**src/rtl/seq_serializer.sv**
```systemverilog
// seq_serializer: one-word buffered parallel-to-serial stage, MSB first.
// Define SER_PARITY_EN to append an even-parity bit after every word.
module seq_serializer #(
    parameter int WIDTH = 32
) (
    input  logic             clk,
    input  logic             rst,
    input  logic [WIDTH-1:0] in_data,
    input  logic             in_valid,
    output logic             in_ready,
    output logic             dout,
    output logic             dout_valid,
    output logic             sof,
    output logic             busy
);

    localparam int CW = $clog2(WIDTH + 1);

`ifdef SER_PARITY_EN
    // Data bits plus one parity bit per frame.
    localparam logic [CW-1:0] LAST = CW'(WIDTH);
`else
    localparam logic [CW-1:0] LAST = CW'(WIDTH - 1);
`endif

    typedef enum logic {
        IDLE,
        SHIFT
    } state_t;

    state_t           state;
    logic [WIDTH-1:0] hbuf;
    logic             hfull;
    logic [WIDTH-1:0] sreg;
    logic [CW-1:0]    cnt;
    logic             load;

`ifdef SER_PARITY_EN
    logic par;
`endif

    // The serial bit is the shifter MSB, so dout is a plain register.
    assign dout     = sreg[WIDTH-1];
    assign in_ready = ~rst & ~hfull;
    assign busy     = (state == SHIFT) | hfull;
    assign load     = hfull & ((state == IDLE) | (cnt == '0));

    // Holding buffer, shifter, bit counter and frame FSM.
    always_ff @(posedge clk) begin
        if (rst) begin
            state      <= IDLE;
            hbuf       <= '0;
            hfull      <= 1'b0;
            sreg       <= '0;
            cnt        <= '0;
            dout_valid <= 1'b0;
            sof        <= 1'b0;
`ifdef SER_PARITY_EN
            par        <= 1'b0;
`endif
        end else begin
            if (in_valid && in_ready) begin
                hbuf  <= in_data;
                hfull <= 1'b1;
            end
            if (load) begin
                sreg       <= hbuf;
                hfull      <= 1'b0;
                cnt        <= LAST;
                state      <= SHIFT;
                dout_valid <= 1'b1;
                sof        <= 1'b1;
`ifdef SER_PARITY_EN
                par        <= hbuf[WIDTH-1];
`endif
            end else if (state == SHIFT) begin
                sof <= 1'b0;
                if (cnt != '0) begin
                    cnt <= cnt - CW'(1);
`ifdef SER_PARITY_EN
                    if (cnt == CW'(1)) begin
                        sreg <= {par, {(WIDTH-1){1'b0}}};
                    end else begin
                        sreg <= {sreg[WIDTH-2:0], 1'b0};
                        par  <= par ^ sreg[WIDTH-2];
                    end
`else
                    sreg <= {sreg[WIDTH-2:0], 1'b0};
`endif
                end else begin
                    state      <= IDLE;
                    sreg       <= '0;
                    dout_valid <= 1'b0;
                end
            end
        end
    end

endmodule

```
**config.mk**
```make
export PLATFORM = sky130hd
export DESIGN_NAME = seq_serializer
export DESIGN_NICKNAME = d
export VERILOG_FILES = /design/src/rtl/seq_serializer.sv
export SDC_FILE = /design/constraint.sdc
export NUM_CORES = 1
export LEC_CHECK = 0
export ABC_CLOCK_PERIOD_IN_PS = 1700
export BUFFER_PORTS_ARGS = -buffer_cell sky130_fd_sc_hd__buf_2
export CAP_MARGIN = 20
export CORE_MARGIN = 3
export CORE_UTILIZATION = 27
export CTS_BUF_LIST = sky130_fd_sc_hd__clkbuf_8
export DETAILED_ROUTE_END_ITERATION = 10
export REMOVE_ABC_BUFFERS = 1
export SLEW_MARGIN = 20
export SYNTH_ARGS = -nofsm -noshare
export SYNTH_HDL_FRONTEND = slang
export SYNTH_SLANG_ARGS = --single-unit
```
**constraint.sdc**
```tcl
create_clock -name clk -period 1.7 [get_ports clk]
set_input_delay 0.17 -clock clk [delete_from_list [all_inputs] [get_ports clk]]
set_output_delay 0.17 -clock clk [all_outputs]
set_load 0.1 [all_outputs]
```
**Word level (Yosys, flattened, before mapping)**

Index checks and enable logic that the tools add are counted.

- Bits in registers: 74
- Logic and storage cells: 40
- Input bits: 35
- Output and inout bits: 5

- Bitwise logic cells: 7
- Eq/ne operators: 1
- Reduce and logical (&&, ||, !) cells: 9
- Multiplexer cells: 14
- Add/sub/neg operators: 1

Operators by type and width:

| kind | number |
|---|---|
| 2-to-1 mux 32 bit | 3 |
| 2-to-1 mux 5 bit | 3 |
| 2-to-1 mux 1 bit | 8 |
| zero test 6 bit | 1 |
| AND reduction 2 bit | 3 |
| nonzero test 6 bit | 1 |
| subtractor 6 x 1 -> 6 bit (second input constant) | 1 |
| nonzero test 2 bit | 2 |
| inverter 1 bit | 3 |
| AND 1 bit | 2 |
| != test 2 bit (second input constant) | 1 |
| bitwise OR 1 bit | 2 |
| OR reduction 2 bit | 1 |
| logical AND 1 bit | 1 |

**Logic depth before layout (Yosys ltp)**

Gate-level depths: netlist of run 1.

- Depth in word-level cells: 5
- Depth in mapped cells: 8
- Gate-level depth less buffers: 6

**Worst setup path before layout of run 1**

OpenSTA, ideal clock, no wires.

- Kind: flip-flop to flip-flop
- Start point: register hfull
- End point: register hbuf[4]
- Setup slack: -1.017 ns
- Data required time: 1.626 ns
- Buffers on the path: 3
- Data arrival time: 2.642 ns
- Setup time: 0.074 ns
- Stages on the path, launching flop included: 8
- Clock period less this slack: 2.717 ns
- Path through: dfxtp_1 -> clkbuf_1 -> nor2_1 -> and2_1 -> clkbuf_1 -> clkbuf_1 -> nand2_1 -> o21ai_0

- Word-level cells in the longest chain between the ends: 3

RTL lines:

| element | line | RTL |
|---|---|---|
| from (decl) | 33 | `logic hfull;` |
| from (signal assigned) | 53 | `hfull <= 1'b0;` |
| from (signal assigned) | 64 | `hfull <= 1'b1;` |
| from (signal assigned) | 68 | `hfull <= 1'b0;` |
| inverter 1 bit | 44 | `assign in_ready = ~rst & ~hfull;` |
| AND 1 bit | 44 |  |
| named net in_ready | 10 | `output logic in_ready,` |
| logical AND 1 bit | 62 | `if (in_valid && in_ready) begin` |
| to (signal assigned) | 63 | `hbuf <= in_data;` |
| to (decl) | 32 | `logic [WIDTH-1:0] hbuf;` |

The timed path passes the listed nets, and every way through them passes these cells.
A chain may end at the register's enable or synchronous reset.

**Final worst setup path of run 1**

- Start point: register cnt[0]
- End point: register cnt[5]

- Word-level cells in the longest chain between the ends: 4
- Elaborated cells between the ends (all ways): 7
- Classes of those cells: add/sub: 1; bitwise: 2; reduce/logical: 4

RTL lines:

| element | line | RTL |
|---|---|---|
| from (decl) | 35 | `logic [CW-1:0] cnt;` |
| from (signal assigned) | 79 | `cnt <= cnt - CW'(1);` |
| parallel branches: the longest is 4 deep, another holds subtractor 6 x 1 -> 6 bit | -- |  |

Parallel ways; which one is timed is not known.

==> results.md, run 1 <==
- Mux share of post-synthesis cell area: 0.00689
- # diodes: 0
- Final setup fails: 30
- Core Area: 0.0104 sq mm
- Post-Syn Instances: 342
- Failing checks: negative setup slack
- Pre-antenna DRT Iters: 4
- # nets final: 429
- CTS Buf Count: 9
- Post-route minimum period: 1800 ps
- Post-detail-place hpwl: 4.47 mm
- Met1 wire length: 3.40 mm
- Crit share post-route: 1.06
- Clock buffer depth: 2
- WHS: 29.5 ps
- Share of the synthesized area in the top cell type: 0.510
- Critical path type: reg2reg
- Met2 routed wirelength: 3.29 mm
- Simple-Gate Fraction of Synth Area: 0.198
- Gpl congestion: 0.824
- Drc violations: 0
- Req. time, crit path: 1920 ps
- Final Hold Vio Count: 0
- First-pass GRT wire length: 11.7 mm
- Detailed route wirelength on metal3: 399 um
- Max-Cap Viols: 0
- Clock latency on the worst-skew pair: 330 ps
- Sequential power share: 0.510
- Vias: 2528
- Sequential share of the synthesized area: 0.510
- PortBufs: 39
- Post-Place Cells: 511
- Final Util: 0.351
- Clock transition at path regs: 70 ps
- CTS tree: yes
- Vias in the first global route: 2461
- HP Class: in2reg
- Die Y-Extent: 110 um
- Ratio of cells with drive above 1 in the final layout: 0.268
- Clock share of power: 0.281
- PD cells: 1070 mW/mm^2
- Initial antenna violation count: 0
- Global route total overflow: 0
- Initial Utilization: 0.279
- Status: finished with violations
- Max H-tree Level: 3
- Post-route design area: 0.00366 sq mm
- Post-synth top area cell: dfxtp_1
- Dominant cells by area after synthesis: dfxtp_1 51%, a221oi_1 9.6%, o21ai_0 8.6%
- Skew final: 4.40 ps
- Count of different cell masters after synthesis: 31
- Detail Route Antenna Nets: 0
- Root Buffer: clkbuf_8
- Die area: 0.0120 sq mm
- Post-Synth XOR/XNOR Area: 0
- Clock sinks: 74
- Uppermost layer routed: met4
- Final Non-Filler Cells: 532
- Power Internal: 2750 uW
- Commonest cells after routing, fill and taps aside: 72 x dfxtp_1, 65 x nand2_1, 50 x o21ai_0
- Area Growth Syn to Fin: 25.9%
- Die X: 110 um
- Yosys reg bits: 74
- Most common cell after layout, fill and taps aside: dfxtp_1
- Starting DRT DRC Count: 127
- Slew at the pin closest to its max-slew limit: 489 ps
- Synth Area in Compound Gates: 0.217
- Rel. slew slack: 0.676
- WL/cell: 13.4 um
- NetSw: 1180 uW
- Slew Viols, Final: 0
- Sw Share: 0.300
- Ys Warns: 0
- Fmax: 0.554 GHz
- Total track usage: 0.123
- CP Launch Type: flop
- RSZ-0062 raised after global routing: yes
- Combinational share of power: 0.209
- Largest family of logic cells by synthesized area: compound AO/OA/AOI/OAI gates
- Power, Total: 3920 uW
- Worst Slack Setup Final: -105 ps
- FP Rows: 37
- Leak: 0.00141 uW
- Critical Path Sink Type: flop
- Io pins: 40
- Hold_buf cts: 0
- Via-to-Cell Ratio: 4.75
- Synth Area in Adders: 0.00861
- Final wirelength: 7.14 mm
- Worst path arrival time: 2020 ps
- Avg Inst Size Synth: 8.49 sq um
- Worst VDD drop: 0.430 mV
- DP Area: 0.00335 sq mm
- Largest net degree at the start of global routing: 49
- Crit-path max FO: 4
- Mapped Area: 0.00291 sq mm
==> path summary, 6_finish.rpt <==
check | start | end | slack [ps] | cells after the start
max | cnt[0] | cnt[5] | -100 | 7
min | in_data[31] | hbuf[31] | 30 | 3
max reg2reg | cnt[0] | cnt[5] | -100 | 7
min reg2reg | hbuf[5] | hbuf[5] | 460 | 2
==> cells in the mapped netlist (all sizes together) <==
cell type	n
a211oi	2
a21boi	1
inv	5
nor4b	2
a31oi	1
or4b	1
ha	2
o311ai	1
nor3	19
dfxtp	74
nand3	2
nand2	66
clkinv	1
mux2i	2
a311o	1
o21ai	51
nor3b	2
buf	8
o31ai	1
clkbuf	21
nand2b	1
a221oi	32
and2	1
nor4	1
a21oi	4
nor2	40
==> area by class of cell <==
cell class / count / area (sq um)
Clock buffer: 9 / 124
Timing Repair Buffer: 68 / 494
Fill cell: 1110 / 6760
Tap cell: 136 / 170
Sequential cell: 74 / 1480
Clock inverter: 6 / 28.8
Multi-Input combinational cell: 233 / 1330
Inverter: 6 / 26.3
==> what timing repair did <==
item	CTS	global route
endpoints found under the setup margin	39	38
pin swaps	2	8
gates cloned	0	1
setup buffers	2	3
resized for setup	13	12
hold endpoints to repair	0	0
==> worst max-delay path: stages (launching register included) <==
cell     delay (ps)
dfxtp_2         330
inv_2            70
ha_4            130
or4b_4          500
o21ai_4         210
buf_6           130
nor4b_2          40
a311o_1         290
==> layer usage <==
metal | global-route usage | vias up
met5 | 0 | -
met4 | 0.0321 | 0
met2 | 0.198 | 53
met3 | 0.0376 | 5
li1 | - | 1304
met1 | 0.159 | 1166
==> flip-flops by register name, summed over array words and instances, names as in the netlist <==
signal      cells
cnt             6
dout_valid      1
hbuf           32
hfull           1
sof             1
sreg           32
state           1
==> power groups by stage <==
stage | Combinational, uW | Clock (uW) | Sequential (uW)
3_5_place_dp | 734 | 0 | 2030
4_1_cts | 778 | 1150 | 1990
6_report | 820 | 1100 | 2000
2_1_floorplan | 402 | 0 | 2070
3_3_place_gp | 722 | 0 | 2020
5_1_grt | 904 | 1210 | 2020
==> through the flow <==
step,setup WS (ps),setup TNS [ps]
after floorplan,-1700,-86010
after global placement,-66.4,-628
after detailed placement,-150,-1660
after CTS,-107,-385
after global routing,-159,-3900
final,-105,-1290
==> cell families after synthesis <==
kind of cell,after synthesis
AO/OA/AOI/OAI,94
flip-flops,74
multiplexers,2
buffers and inverters,35
adder cells (fa/ha/maj),2
AND/OR/NAND/NOR,135
Power figures use the tool's default switching activity.
==> run 2: changes to the inputs <==
--- a/config.mk
+++ b/config.mk
@@ -9,9 +9,10 @@
 export BUFFER_PORTS_ARGS = -buffer_cell sky130_fd_sc_hd__buf_2
 export CAP_MARGIN = 20
 export CORE_MARGIN = 3
-export CORE_UTILIZATION = 27
+export CORE_UTILIZATION = 45
 export CTS_BUF_LIST = sky130_fd_sc_hd__clkbuf_8
 export DETAILED_ROUTE_END_ITERATION = 10
+export PLACE_DENSITY = 0.67
 export REMOVE_ABC_BUFFERS = 1
 export SLEW_MARGIN = 20
 export SYNTH_ARGS = -nofsm -noshare
==> run 2 against run 1 <==
Compared with the run above:
- the flow still finishes with violations (negative setup slack)
- clock power increased by 4%
- count of clock-buffer cells in the layout increased by 1
- core utilization increased by 25 points
- total power increased by 1.9%
- largest cell class unchanged
- flip-flop and latch count unchanged
- non-clock buffer count increased by 4
- highest routed layer unchanged
- clock skew increased by 0.75 ps
- design area increased by 0.48%
- critical path type unchanged
- sequential power about the same
==> results.md, run 2 (synthesis results as in run 1) <==
- Status: finished with violations
- Failing checks: negative setup slack
- Fmax: 0.549 GHz
- Worst Hold Depth: 3
- Setup TNS: -2230 ps
- Root Buffer: clkbuf_8
- Most common cell after layout, fill and taps aside: dfxtp_1
- Via-to-Cell Ratio: 5.50
- Pre-antenna DRT Iters: 5
- Ratio of cells with drive above 1 in the final layout: 0.277
- Final setup fails: 36
- Hold_sp: in_data[25]
- First-pass GRT wire length: 11.1 mm
- Die Y-Extent: 86.4 um
- Max H-tree Level: 3
- Detail Route Antenna Nets: 0
- FP Rows: 28
- WHS: 23.2 ps
- Crit share post-route: 1.07
- Uppermost layer routed: met4
- CTS Buf Count: 9
- CP Launch Type: flop
- R2r worst-path depth: 8
- HP Class: in2reg
- Leak: 0.00148 uW
- Gpl congestion: 0.854
- Die area: 0.00746 sq mm
- Critical Path Sink Type: flop
- Skew final: 5.16 ps
- # nets final: 433
- Crit-path max FO: 8
- PortBufs: 39
- PD cells: 1090 mW/mm^2
- Area Growth Syn to Fin: 26.5%
- Worst path arrival time: 2100 ps
- Hold_buf cts: 0
- Met2 routed wirelength: 3.26 mm
- Top Registers: hbuf (32), sreg (32), cnt (6)
- Drc violations: 0
- Vias in the first global route: 2368
- Setup crit start: cnt[0]
- Post-route minimum period: 1820 ps
- Clock latency on the worst-skew pair: 330 ps
- Initial Utilization: 0.477
- Worst Slack Setup Final: -122 ps
- Slew Viols, Final: 0
- Io pins: 40
- CTS tree: yes
- Critical path type: reg2reg
- RSZ-0062 raised after global routing: yes
- Commonest cells after routing, fill and taps aside: 72 x dfxtp_1, 65 x nand2_1, 49 x o21ai_0
- Detailed route wirelength on metal3: 379 um
- Met1 wire length: 3.23 mm
- Final wirelength: 6.95 mm
- Max-Cap Viols: 0
- Worst VDD drop: 0.643 mV
- Req. time, crit path: 1980 ps
- Post-detail-place hpwl: 4.06 mm
- Largest net degree at the start of global routing: 65
- Clock buffer depth: 2
- Vias: 2620
- Core Area: 0.00610 sq mm
- Die X: 86.4 um
- Post-route design area: 0.00367 sq mm
- # diodes: 0
- Rel. slew slack: 0.677
- Slew at the pin closest to its max-slew limit: 488 ps
- DP Area: 0.00327 sq mm
- Clock sinks: 74
- Starting DRT DRC Count: 146
- Total track usage: 0.188
- WL/cell: 14.6 um
- Initial antenna violation count: 0
- Clock transition at path regs: 70 ps
- R2r startpoint: cnt[0]
- Global route total overflow: 0
- Final Hold Vio Count: 0
-- run 2: metal layers --
metal  track usage  vias up
met4        0.0623        0
met5             0        -
li1              -     1310
met3        0.0703        8
met1         0.249     1224
met2         0.284       78
-- run 2: per-stage QoR --
step | utilization | setup WS, ps | std cells | power, uW
global placement | 0.537 | -53.4 | 450 | 2730
floorplan | - | -1700 | 313 | 2470
detailed placement | 0.537 | -99.6 | 450 | 2750
global route | 0.603 | -188 | 476 | 4200
finish | 0.603 | -122 | 476 | 3990
CTS | 0.580 | -50.2 | 471 | 3940
-- run 2: worst paths after layout --
path,slack (ps),endpoint
min reg2reg,460,hbuf[14]
min,20,hbuf[25]
max,-120,sreg[19]
max reg2reg,-120,sreg[19]
-- run 2: what timing repair did --
item / in CTS / in global routing
pin swaps: 0 / 6
buffers inserted: 5 / 3
endpoints found under the hold margin: 0 / 0
resized for setup: 14 / 16
cloned: 0 / 2
endpoints found under the setup margin: 29 / 39
-- run 2: critical path: stages, from the launching register on --
cell,delay [ps]
dfxtp_2,330
inv_2,70
ha_4,130
or4b_4,500
o31ai_4,220
buf_4,180
clkbuf_16,150
a221oi_1,80
nor2_1,100
-- run 2: area by class of cell --
| cell class | count | area, sq um |
|---|---|---|
| sequential | 74 | 1480 |
| timing repair buffer | 72 | 552 |
| clock buffer | 10 | 138 |
| inverter | 6 | 26.3 |
| clock inverter | 6 | 27.5 |
| fill | 561 | 2420 |
| tap | 75 | 93.8 |
| multi-input combinational | 233 | 1350 |
-- run 2: report_power, final --
| group | internal, uW | switching [uW] |
|---|---|---|
| clock network | 546 | 594 |
| logic | 363 | 487 |
| registers | 1900 | 104 |
| total | 2810 | 1180 |
==> run 3: changes to the inputs <==
--- a/config.mk
+++ b/config.mk
@@ -14,6 +14,7 @@
 export DETAILED_ROUTE_END_ITERATION = 10
 export PLACE_DENSITY = 0.67
 export REMOVE_ABC_BUFFERS = 1
+export SETUP_SLACK_MARGIN = 0.05
 export SLEW_MARGIN = 20
 export SYNTH_ARGS = -nofsm -noshare
 export SYNTH_HDL_FRONTEND = slang
==> run 3 against run 2 <==
Compared with the run above:
- the run still ends with negative setup slack left
- via count decreased by 1.2%
- global-route usage about the same
- routed wire length decreased by 0.35%
- setup slack about the same
- cell count decreased by 0.21%
==> results.md, run 3 (synthesis results as in run 1) <==
- Hold_buf cts: 0
- Post-detail-place hpwl: 4.06 mm
- Post-Place Cells: 450
- Fill count: 564
- Clock buffer depth: 2
- WL/cell: 14.6 um
- Core Area: 0.00610 sq mm
- Clock transition at path regs: 70 ps
- PD cells: 1090 mW/mm^2
- Max H-tree Level: 3
- Initial Utilization: 0.477
- Ratio of cells with drive above 1 in the final layout: 0.278
- Leak: 0.00148 uW
- Failing checks: negative setup slack
- Area Growth Syn to Fin: 26.3%
- HP Class: in2reg
- Detail Route Antenna Nets: 0
- Top Registers: hbuf (32), sreg (32), cnt (6)
- FP Rows: 28
- First-pass GRT wire length: 11.1 mm
- Commonest cells after routing, fill and taps aside: 72 x dfxtp_1, 65 x nand2_1, 49 x o21ai_0
- Slew Viols, Final: 0
- Crit-path max FO: 8
- Global route total overflow: 0
- Post-route design area: 0.00367 sq mm
- CTS tree: yes
- Total track usage: 0.188
- CTS Buf Count: 9
- Die area: 0.00746 sq mm
- WHS: 22.9 ps
- RSZ-0062 raised after global routing: yes
- Rel. slew slack: 0.677
- Skew final: 5.20 ps
- Gpl congestion: 0.854
- Max-Cap Viols: 0
- Fmax: 0.549 GHz
- Worst Slack Setup Final: -121 ps
- Die X: 86.4 um
- Most common cell after layout, fill and taps aside: dfxtp_1
- CP Launch Type: flop
- Io pins: 40
- # nets final: 432
- Final Hold Vio Count: 0
- Final setup fails: 35
- Critical path type: reg2reg
- Post-route minimum period: 1820 ps
- Req. time, crit path: 1970 ps
- Clock latency on the worst-skew pair: 330 ps
- Slew at the pin closest to its max-slew limit: 487 ps
- Root Buffer: clkbuf_8
- Worst VDD drop: 0.636 mV
- PortBufs: 39
- Status: finished with violations
- Largest net degree at the start of global routing: 65
- Vias: 2588
- DP Area: 0.00327 sq mm
- Critical Path Sink Type: flop
- # diodes: 0
- Worst path arrival time: 2100 ps
- Initial antenna violation count: 0
- Vias in the first global route: 2359
- Pre-antenna DRT Iters: 4
- Final wirelength: 6.93 mm
- Power, Total: 3990 uW
- Die Y-Extent: 86.4 um
- Starting DRT DRC Count: 136
- Drc violations: 0
- Via-to-Cell Ratio: 5.45
- Clock sinks: 74
- Final Non-Filler Cells: 475
- Crit share post-route: 1.07
[run 3: worst paths after layout]
path | start | end | slack [ps] | cells past startpoint
worst min register to register | hbuf[14] | hbuf[14] | 460 | 2
worst min-delay path | in_data[25] | hbuf[25] | 20 | 3
worst max register to register | cnt[0] | sreg[19] | -120 | 8
worst max-delay path | cnt[0] | sreg[19] | -120 | 8
[run 3: timing repair]
item	4_1_cts	5_1_grt
endpoints found under the hold margin	0	0
gates resized for setup	15	15
endpoints found under the setup margin	39	41
buffers inserted	5	2
gates cloned	0	2
pin swaps	2	7
[run 3: critical path, cell delays in order (launching register included)]
cell       delay (ps)
dfxtp_2           330
inv_2              70
ha_4              130
or4b_4            500
o31ai_4           220
buf_4             180
clkbuf_16         150
a221oi_1           80
nor2_1            100
[run 3: final cells by class]
| class | count | area [sq um] | share of cell area |
|---|---|---|---|
| Clock buffer | 10 | 138 | 0.0375 |
| Clock inverter | 6 | 27.5 | 0.00750 |
| Inverter | 6 | 26.3 | 0.00716 |
| Multi-Input combinational cell | 233 | 1360 | 0.370 |
| Sequential cell | 74 | 1480 | 0.405 |
| Tap cell | 75 | 93.8 | 0.0256 |
| Timing Repair Buffer | 71 | 541 | 0.147 |
[run 3: through the flow]
step	utilization	setup WS, ps	setup TNS (ps)
floorplan	-	-1700	-86010
global placement	0.537	-53.4	-120
detailed placement	0.537	-99.6	-711
CTS	0.581	-50.2	-340
global route	0.602	-171	-4490
finish	0.602	-121	-2170
[run 3: power breakdown]
group | switching [uW] | internal, uW | leakage [uW]
logic | 486 | 360 | 0.000772
clock network | 590 | 546 | 0.0000973
registers | 103 | 1900 | 0.000610
[run 3: per-layer routing]
metal  global-route usage  part of all wire  vias to the layer above
li1                     -                 -                     1309
met1                0.248              0.47                     1218
met2                0.283              0.47                       55
met3               0.0703             0.043                        6
met4               0.0623             0.010                        0
met5                    0                 0                        -
